## src/rtl/truth_table_extractor_pkg.sv

```systemverilog
`default_nettype none
// ============================================================================
// Module      : cello_eval_pkg
// Description : Shared widths and sweep state encoding for the truth-table
//               extractor.
// Revision    : 1.0 - initial release
// ============================================================================
package cello_eval_pkg;

    localparam int ROW_W   = 3;
    localparam int TABLE_W = 8;

    typedef enum logic [2:0] {
        ST_IDLE     = 3'd0,
        ST_APPLY    = 3'd1,
        ST_SETTLE   = 3'd2,
        ST_SAMPLE_A = 3'd3,
        ST_SAMPLE_B = 3'd4,
        ST_FINISH   = 3'd5
    } state_t;

endpackage
`default_nettype wire

```

## src/rtl/truth_table_extractor_if.sv

```systemverilog
`default_nettype none
// ============================================================================
// Module      : truth_table_extractor_if
// Description : Control/result bundle between a host and the extractor.
// Revision    : 1.0 - initial release
// ============================================================================
interface truth_table_extractor_if;
    import cello_eval_pkg::*;

    logic               start;
    logic [TABLE_W-1:0] expected;
    logic               busy;
    logic               done;
    logic [TABLE_W-1:0] table_out;
    logic               match;
    logic               stable;

    modport master (
        output start, expected,
        input  busy, done, table_out, match, stable
    );

    modport slave (
        input  start, expected,
        output busy, done, table_out, match, stable
    );

endinterface
`default_nettype wire

```

## src/rtl/truth_table_extractor_settle_timer.sv

```systemverilog
`default_nettype none
// ============================================================================
// Module      : settle_timer
// Description : Loadable down-counter; expire flags the last settle cycle.
// Revision    : 1.0 - initial release
// ============================================================================
module settle_timer #(
    parameter int CNT_W = 4
) (
    input  wire logic             clk,
    input  wire logic             rst,
    input  wire logic             load,
    input  wire logic [CNT_W-1:0] load_value,
    input  wire logic             count,
    output logic                  expire
);

    logic [CNT_W-1:0] r_count;

    always_ff @(posedge clk or posedge rst) begin
        if (rst) begin
            r_count <= '0;
        end else if (load) begin
            r_count <= load_value;
        end else if (count && (r_count != '0)) begin
            r_count <= r_count - CNT_W'(1);
        end
    end

    assign expire = (r_count == CNT_W'(1));

endmodule
`default_nettype wire

```

## src/rtl/truth_table_extractor.sv

```systemverilog
`default_nettype none
// ============================================================================
// Module      : truth_table_extractor
// Description : Sweeps all 8 input rows of a 3-input circuit, samples each row
//               twice and reports the recovered Cello hex code.
// Revision    : 1.0 - initial release
// ============================================================================
module truth_table_extractor
    import cello_eval_pkg::*;
#(
    parameter int SETTLE_CYCLES = 2
) (
    input  wire logic               clk,
    input  wire logic               rst,
    truth_table_extractor_if.slave  bus,
    output logic                    cut_in1,
    output logic                    cut_in2,
    output logic                    cut_in3,
    input  wire logic               cut_out
);

    localparam int                 c_CNT_W    = 4;
    localparam logic [c_CNT_W-1:0] c_SETTLE   = c_CNT_W'(SETTLE_CYCLES);
    localparam logic [ROW_W-1:0]   c_LAST_ROW = ROW_W'(TABLE_W - 1);

    state_t             r_state;
    logic [ROW_W-1:0]   r_row;
    logic [TABLE_W-1:0] r_expected;
    logic [TABLE_W-1:0] r_acc;
    logic               r_stable_acc;
    logic               r_busy;
    logic               r_done;
    logic [TABLE_W-1:0] r_table;
    logic               r_match;
    logic               r_stable;

    logic               w_expire;
    logic [ROW_W-1:0]   w_bit_idx;
    logic               w_stable_next;

    // Row 0 lands in the code MSB.
    assign w_bit_idx     = c_LAST_ROW - r_row;
    assign w_stable_next = r_stable_acc & (cut_out == r_acc[w_bit_idx]);

    settle_timer #(
        .CNT_W      (c_CNT_W)
    ) u_settle_timer (
        .clk        (clk),
        .rst        (rst),
        .load       (r_state == ST_APPLY),
        .load_value (c_SETTLE),
        .count      (r_state == ST_SETTLE),
        .expire     (w_expire)
    );

    always_ff @(posedge clk or posedge rst) begin
        if (rst) begin
            r_state      <= ST_IDLE;
            r_row        <= '0;
            r_expected   <= '0;
            r_acc        <= '0;
            r_stable_acc <= 1'b1;
            r_busy       <= 1'b0;
            r_done       <= 1'b0;
            r_table      <= '0;
            r_match      <= 1'b0;
            r_stable     <= 1'b1;
        end else begin
            r_done <= 1'b0;
            case (r_state)
                ST_IDLE: begin
                    if (bus.start) begin
                        r_expected   <= bus.expected;
                        r_acc        <= '0;
                        r_stable_acc <= 1'b1;
                        r_busy       <= 1'b1;
                        r_state      <= ST_APPLY;
                    end
                end
                ST_APPLY: begin
                    r_state <= ST_SETTLE;
                end
                ST_SETTLE: begin
                    if (w_expire) begin
                        r_state <= ST_SAMPLE_A;
                    end
                end
                ST_SAMPLE_A: begin
                    r_acc[w_bit_idx] <= cut_out;
                    r_state          <= ST_SAMPLE_B;
                end
                ST_SAMPLE_B: begin
                    r_stable_acc <= w_stable_next;
                    r_row        <= r_row + ROW_W'(1);
                    // Results are registered on the way into FINISH so they
                    // are visible exactly while done is high.
                    if (r_row == c_LAST_ROW) begin
                        r_state  <= ST_FINISH;
                        r_done   <= 1'b1;
                        r_table  <= r_acc;
                        r_match  <= (r_acc == r_expected);
                        r_stable <= w_stable_next;
                    end else begin
                        r_state <= ST_APPLY;
                    end
                end
                ST_FINISH: begin
                    r_busy  <= 1'b0;
                    r_state <= ST_IDLE;
                end
                default: begin
                    r_state <= ST_IDLE;
                end
            endcase
        end
    end

    assign cut_in1       = r_row[2];
    assign cut_in2       = r_row[1];
    assign cut_in3       = r_row[0];

    assign bus.busy      = r_busy;
    assign bus.done      = r_done;
    assign bus.table_out = r_table;
    assign bus.match     = r_match;
    assign bus.stable    = r_stable;

endmodule
`default_nettype wire

```

## src/flat_wrapper.sv

```systemverilog
// flat-port wrapper written by rule: the top's interface ports become plain ports
module truth_table_extractor_flat import cello_eval_pkg::*;
#(
    parameter int SETTLE_CYCLES = 2
)
  (clk, rst, cut_in1, cut_in2, cut_in3, cut_out, bus_start, bus_expected, bus_busy, bus_done, bus_table_out, bus_match, bus_stable);
  truth_table_extractor_if bus_i ();
  input  wire logic clk;
  input  wire logic rst;
  output logic cut_in1;
  output logic cut_in2;
  output logic cut_in3;
  input  wire logic cut_out;
  input wire logic [$bits(bus_i.start)-1:0] bus_start;
  input wire logic [$bits(bus_i.expected)-1:0] bus_expected;
  output wire logic [$bits(bus_i.busy)-1:0] bus_busy;
  output wire logic [$bits(bus_i.done)-1:0] bus_done;
  output wire logic [$bits(bus_i.table_out)-1:0] bus_table_out;
  output wire logic [$bits(bus_i.match)-1:0] bus_match;
  output wire logic [$bits(bus_i.stable)-1:0] bus_stable;
  assign bus_i.start = bus_start;
  assign bus_i.expected = bus_expected;
  assign bus_busy = bus_i.busy;
  assign bus_done = bus_i.done;
  assign bus_table_out = bus_i.table_out;
  assign bus_match = bus_i.match;
  assign bus_stable = bus_i.stable;
  truth_table_extractor #(.SETTLE_CYCLES(SETTLE_CYCLES)) u_core (.clk(clk), .rst(rst), .bus(bus_i), .cut_in1(cut_in1), .cut_in2(cut_in2), .cut_in3(cut_in3), .cut_out(cut_out));
endmodule
```

## config.mk

```make
export PLATFORM = sky130hd
export DESIGN_NAME = truth_table_extractor_flat
export DESIGN_NICKNAME = d
export VERILOG_FILES = /design/src/rtl/truth_table_extractor_pkg.sv /design/src/rtl/truth_table_extractor_if.sv /design/src/rtl/truth_table_extractor_settle_timer.sv /design/src/rtl/truth_table_extractor.sv /design/src/flat_wrapper.sv
export SDC_FILE = /design/constraint.sdc
export NUM_CORES = 1
export LEC_CHECK = 0
export CAP_MARGIN = 20
export CORE_MARGIN = 2
export CORE_UTILIZATION = 40
export CTS_CLUSTER_SIZE = 30
export DETAILED_ROUTE_END_ITERATION = 10
export GPL_TIMING_DRIVEN = 0
export PLACE_DENSITY = 0.69
export SYNTH_ARGS = -nofsm -noshare
export SYNTH_HDL_FRONTEND = slang
export SYNTH_SLANG_ARGS = --single-unit
```

## constraint.sdc

```tcl
create_clock -name clk -period 1.9 [get_ports clk]
set_clock_uncertainty 0.1 [all_clocks]
set_input_delay 0.38 -clock clk [delete_from_list [all_inputs] [get_ports clk]]
set_output_delay 0.38 -clock clk [all_outputs]
set_load 0.03 [all_outputs]
```

==> reports/qor.txt <==
status: complete, no violations
diode count: 0
fin. max-slew vios: 0
CTS buffer count: 5
first-pass GRT wire length: 5910 um
CP Data Required Time: 1.42 ns
clk sink count: 39
Worst path slowest cell: clkdlybuf4s50_1
Die W: 72.8 um
worst-skew pair later-pin latency: 0.30 ns
via count: 1,332
worst hold-check path type: flip-flop to flip-flop
Detail Placement HPWL: 2400 um
WHS: 0.373 ns
Die Y: 72.8 um
CP Max Fanout: 3
die area: 5300 um^2
# placed instances: 246
post-route ant nets: 0
R2R setup slack: 0.11 ns
syn avg cell area: 11.4 um^2
drt first-iter violations: 62
Worst Path Buf+Inv: 1
row count: 25
Max Cap Viol: 0
Critical Path AT: 1.36 ns
post-layout total power: 3.36 mW
initial core utilization: 40.9%
P_leak: 1.09 nW
worst slack, placed: -0.317 ns
Post-synth EDFFs: 0
Synth Net Count: 183
setup slack after layout: 0.0636 ns
NetSw: 1.19 mW
mapped cell area: 1890 um^2
pwr dens: 1400 nW/um^2
worst r2r path cells: 6
Startpoint Class: flip-flop
drt pass-1 iters: 5
largest net degree at the start of global routing: 40
Final setup violation count: 0
combinational share of power: 37.2%
Period minus WS final: 1.84 ns
Critical Path Max Stage Delay: 0.68 ns
H-tree lvl count: 2
Syn. warnings: 0
reg-to-reg critical path endpoint: u_core.u_settle_timer.r_count[1]$_DFFE_PP0P_
CTS tree: yes
main flop type after synthesis: dfrtp_1
drt total wl: 3590 um
Hold Buf Count CTS: 0
Clock power frac: 24.8%
CTS max path bufs: 2
Seq pwr share: 38.0%
initial antenna violation count: 0
kind of critical path: flip-flop to primary output
Final #Nets: 218
cell count after synthesis: 166
CP cell instances: clkdlybuf4s50_1
Ports: 27
GRT Util Overall: 14.9%
Power Internal: 2.17 mW
Port Buf Inserts: 26
switching part of the total: 35.4%
share of cells above drive strength 1: 19.8%
Worst Setup SP: u_core.r_row[1]$_DFFE_PP0P_
final hold violation count: 0
clk slew on worst S/H paths: 0.08 ns
FILL cells: 418
non-filler cells, final: 256
worst slew pin tran: 0.808 ns
Seq cells post-synth: 39
max frequency: 545 MHz
Post-synth ARST share: 100%
vias per cell: 5.20
vias in the first global route: 1,193
RR Startpoint: u_core.u_settle_timer.r_count[0]$_DFFE_PP0P_
period utilisation layout: 96.7%
crit end category: primary output
register area share after synthesis: 51.7%
Critical Path End: cut_in2
setup TNS: 0 ns
core area: 4630 um^2
critical path's top delay family: buffers and inverters
clk root buf: clkbuf_8
number of cells on the critical path: 1
Routability Congestion: 0.846
relative slew slack: 46.0%
Area Growth Syn to Fin: 26.8%
total grt overflow: 0
drt drc: 0
distinct cell type count after synthesis: 38
Peak VDD IR: 554 uV
DR WL/cell: 14.0 um
worst min-delay path by stage:
stage	startpoint	endpoint	slack (ns)	cells after the start
after floorplan	u_core.r_stable_acc$_DFFE_PP1P_	u_core.bus.stable$_DFFE_PP1P_	0.35	2
after global placement	u_core.r_stable_acc$_DFFE_PP1P_	u_core.bus.stable$_DFFE_PP1P_	0.36	2
after detailed placement	u_core.r_stable_acc$_DFFE_PP1P_	u_core.bus.stable$_DFFE_PP1P_	0.37	2
after CTS	u_core.r_stable_acc$_DFFE_PP1P_	u_core.bus.stable$_DFFE_PP1P_	0.37	2
after global routing	u_core.r_stable_acc$_DFFE_PP1P_	u_core.bus.stable$_DFFE_PP1P_	0.38	2
final	u_core.r_stable_acc$_DFFE_PP1P_	u_core.bus.stable$_DFFE_PP1P_	0.37	2
repair_timing:
item,in CTS,in global routing
gates resized for setup,5,4
pin swaps,0,1
setup endpoints to repair,10,13
buffers inserted,0,2
stage by stage:
step	util, %	cell area (um^2)
floorplan	-	1890
global placement	48.0	2220
detailed placement	48.0	2220
CTS	51.2	2370
global route	51.9	2400
finish	51.9	2400
kinds of logic (layout without fill, tap and decap cells):
logic type | after synthesis | in the layout | share of synthesized area (%)
flip-flops | 39 | 39 | 51.7
buffers and inverters | 17 | 53 | 4.09
XOR/XNOR | 14 | 14 | 6.47
AND/OR/NAND/NOR | 41 | 41 | 11.6
adder cells (fa/ha/maj) | 5 | 5 | 3.30
multiplexers | 19 | 19 | 12.8
AO/OA/AOI/OAI | 31 | 31 | 10.1
layout make-up:
type / count / area, um^2 / share of cell area (%)
buffer: 9 / 56.3 / 2.34
clock buffer: 5 / 68.8 / 2.86
clock inverter: 3 / 67.6 / 2.81
inverter: 8 / 30.0 / 1.25
multi-input combinational: 110 / 858 / 35.7
sequential: 39 / 978 / 40.7
tap: 54 / 67.6 / 2.81
timing repair buffer: 28 / 275 / 11.5
flip-flops by register name, indices dropped and copies added (netlist names):
register	cells
u_core.bus.table_out	8
u_core.r_acc	8
u_core.r_expected	8
u_core.u_settle_timer.r_count	4
u_core.r_row	3
u_core.r_state	3
u_core.bus.busy	1
u_core.bus.done	1
u_core.bus.match	1
u_core.bus.stable	1
u_core.r_stable_acc	1
power groups by stage:
stage | logic (mW) | registers (mW) | clock network (mW)
2_1_floorplan | 0.901 | 1.30 | 0
3_3_place_gp | 1.20 | 1.29 | 0
3_5_place_dp | 1.23 | 1.29 | 0
4_1_cts | 1.25 | 1.28 | 0.852
5_1_grt | 1.39 | 1.31 | 0.890
6_report | 1.25 | 1.28 | 0.835
synthesized netlist by cell type (all sizes together), types with 5 or more instances:
library cell / instances / area (um^2)
buf: 6 / 36.3
dfrtp: 37 / 926
ha: 5 / 62.6
inv: 8 / 30.0
mux2: 16 / 180
nand2: 5 / 18.8
nand3: 6 / 30.0
nor2: 11 / 41.3
nor3: 5 / 25.0
o21ai: 15 / 75.1
xor2: 11 / 96.3
worst reg2reg max path: stages (launching register included):
cell	delay [ns]
dfrtp_1	0.40
inv_1	0.12
ha_1	0.15
or3b_2	0.47
nand2_1	0.13
nor2_1	0.06
a211o_1	0.26
metal layers:
layer  vias to the layer above  global-route usage [%]  part of all wire (%)
met1                       633                    21.9                    49
met5                         -                       0                     0
met4                         0                    9.05                   3.2
li1                        652                       -                     -
met3                        12                    2.90                   4.6
met2                        35                    20.2                    43
cells in the final DEF, fill, tap and decap left out, drive strengths merged, types with 2 or more instances in the layout:
| cell | n |
|---|---|
| nor4 | 3 |
| clkbuf | 8 |
| o21ai | 15 |
| mux2 | 16 |
| mux4 | 2 |
| ha | 5 |
| buf | 8 |
| nand2b | 2 |
| and2 | 3 |
| a31oi | 2 |
| nor3 | 5 |
| o31ai | 3 |
| nor2 | 11 |
| nand2 | 5 |
| dfstp | 2 |
| xor2 | 11 |
| bufinv | 2 |
| dfrtp | 37 |
| clkdlybuf4s50 | 23 |
| inv | 8 |
| xnor2 | 3 |
| nand3 | 6 |
| a21oi | 3 |
| dlygate4sd2 | 2 |
No activity file was read; power rests on OpenSTA's default activity.
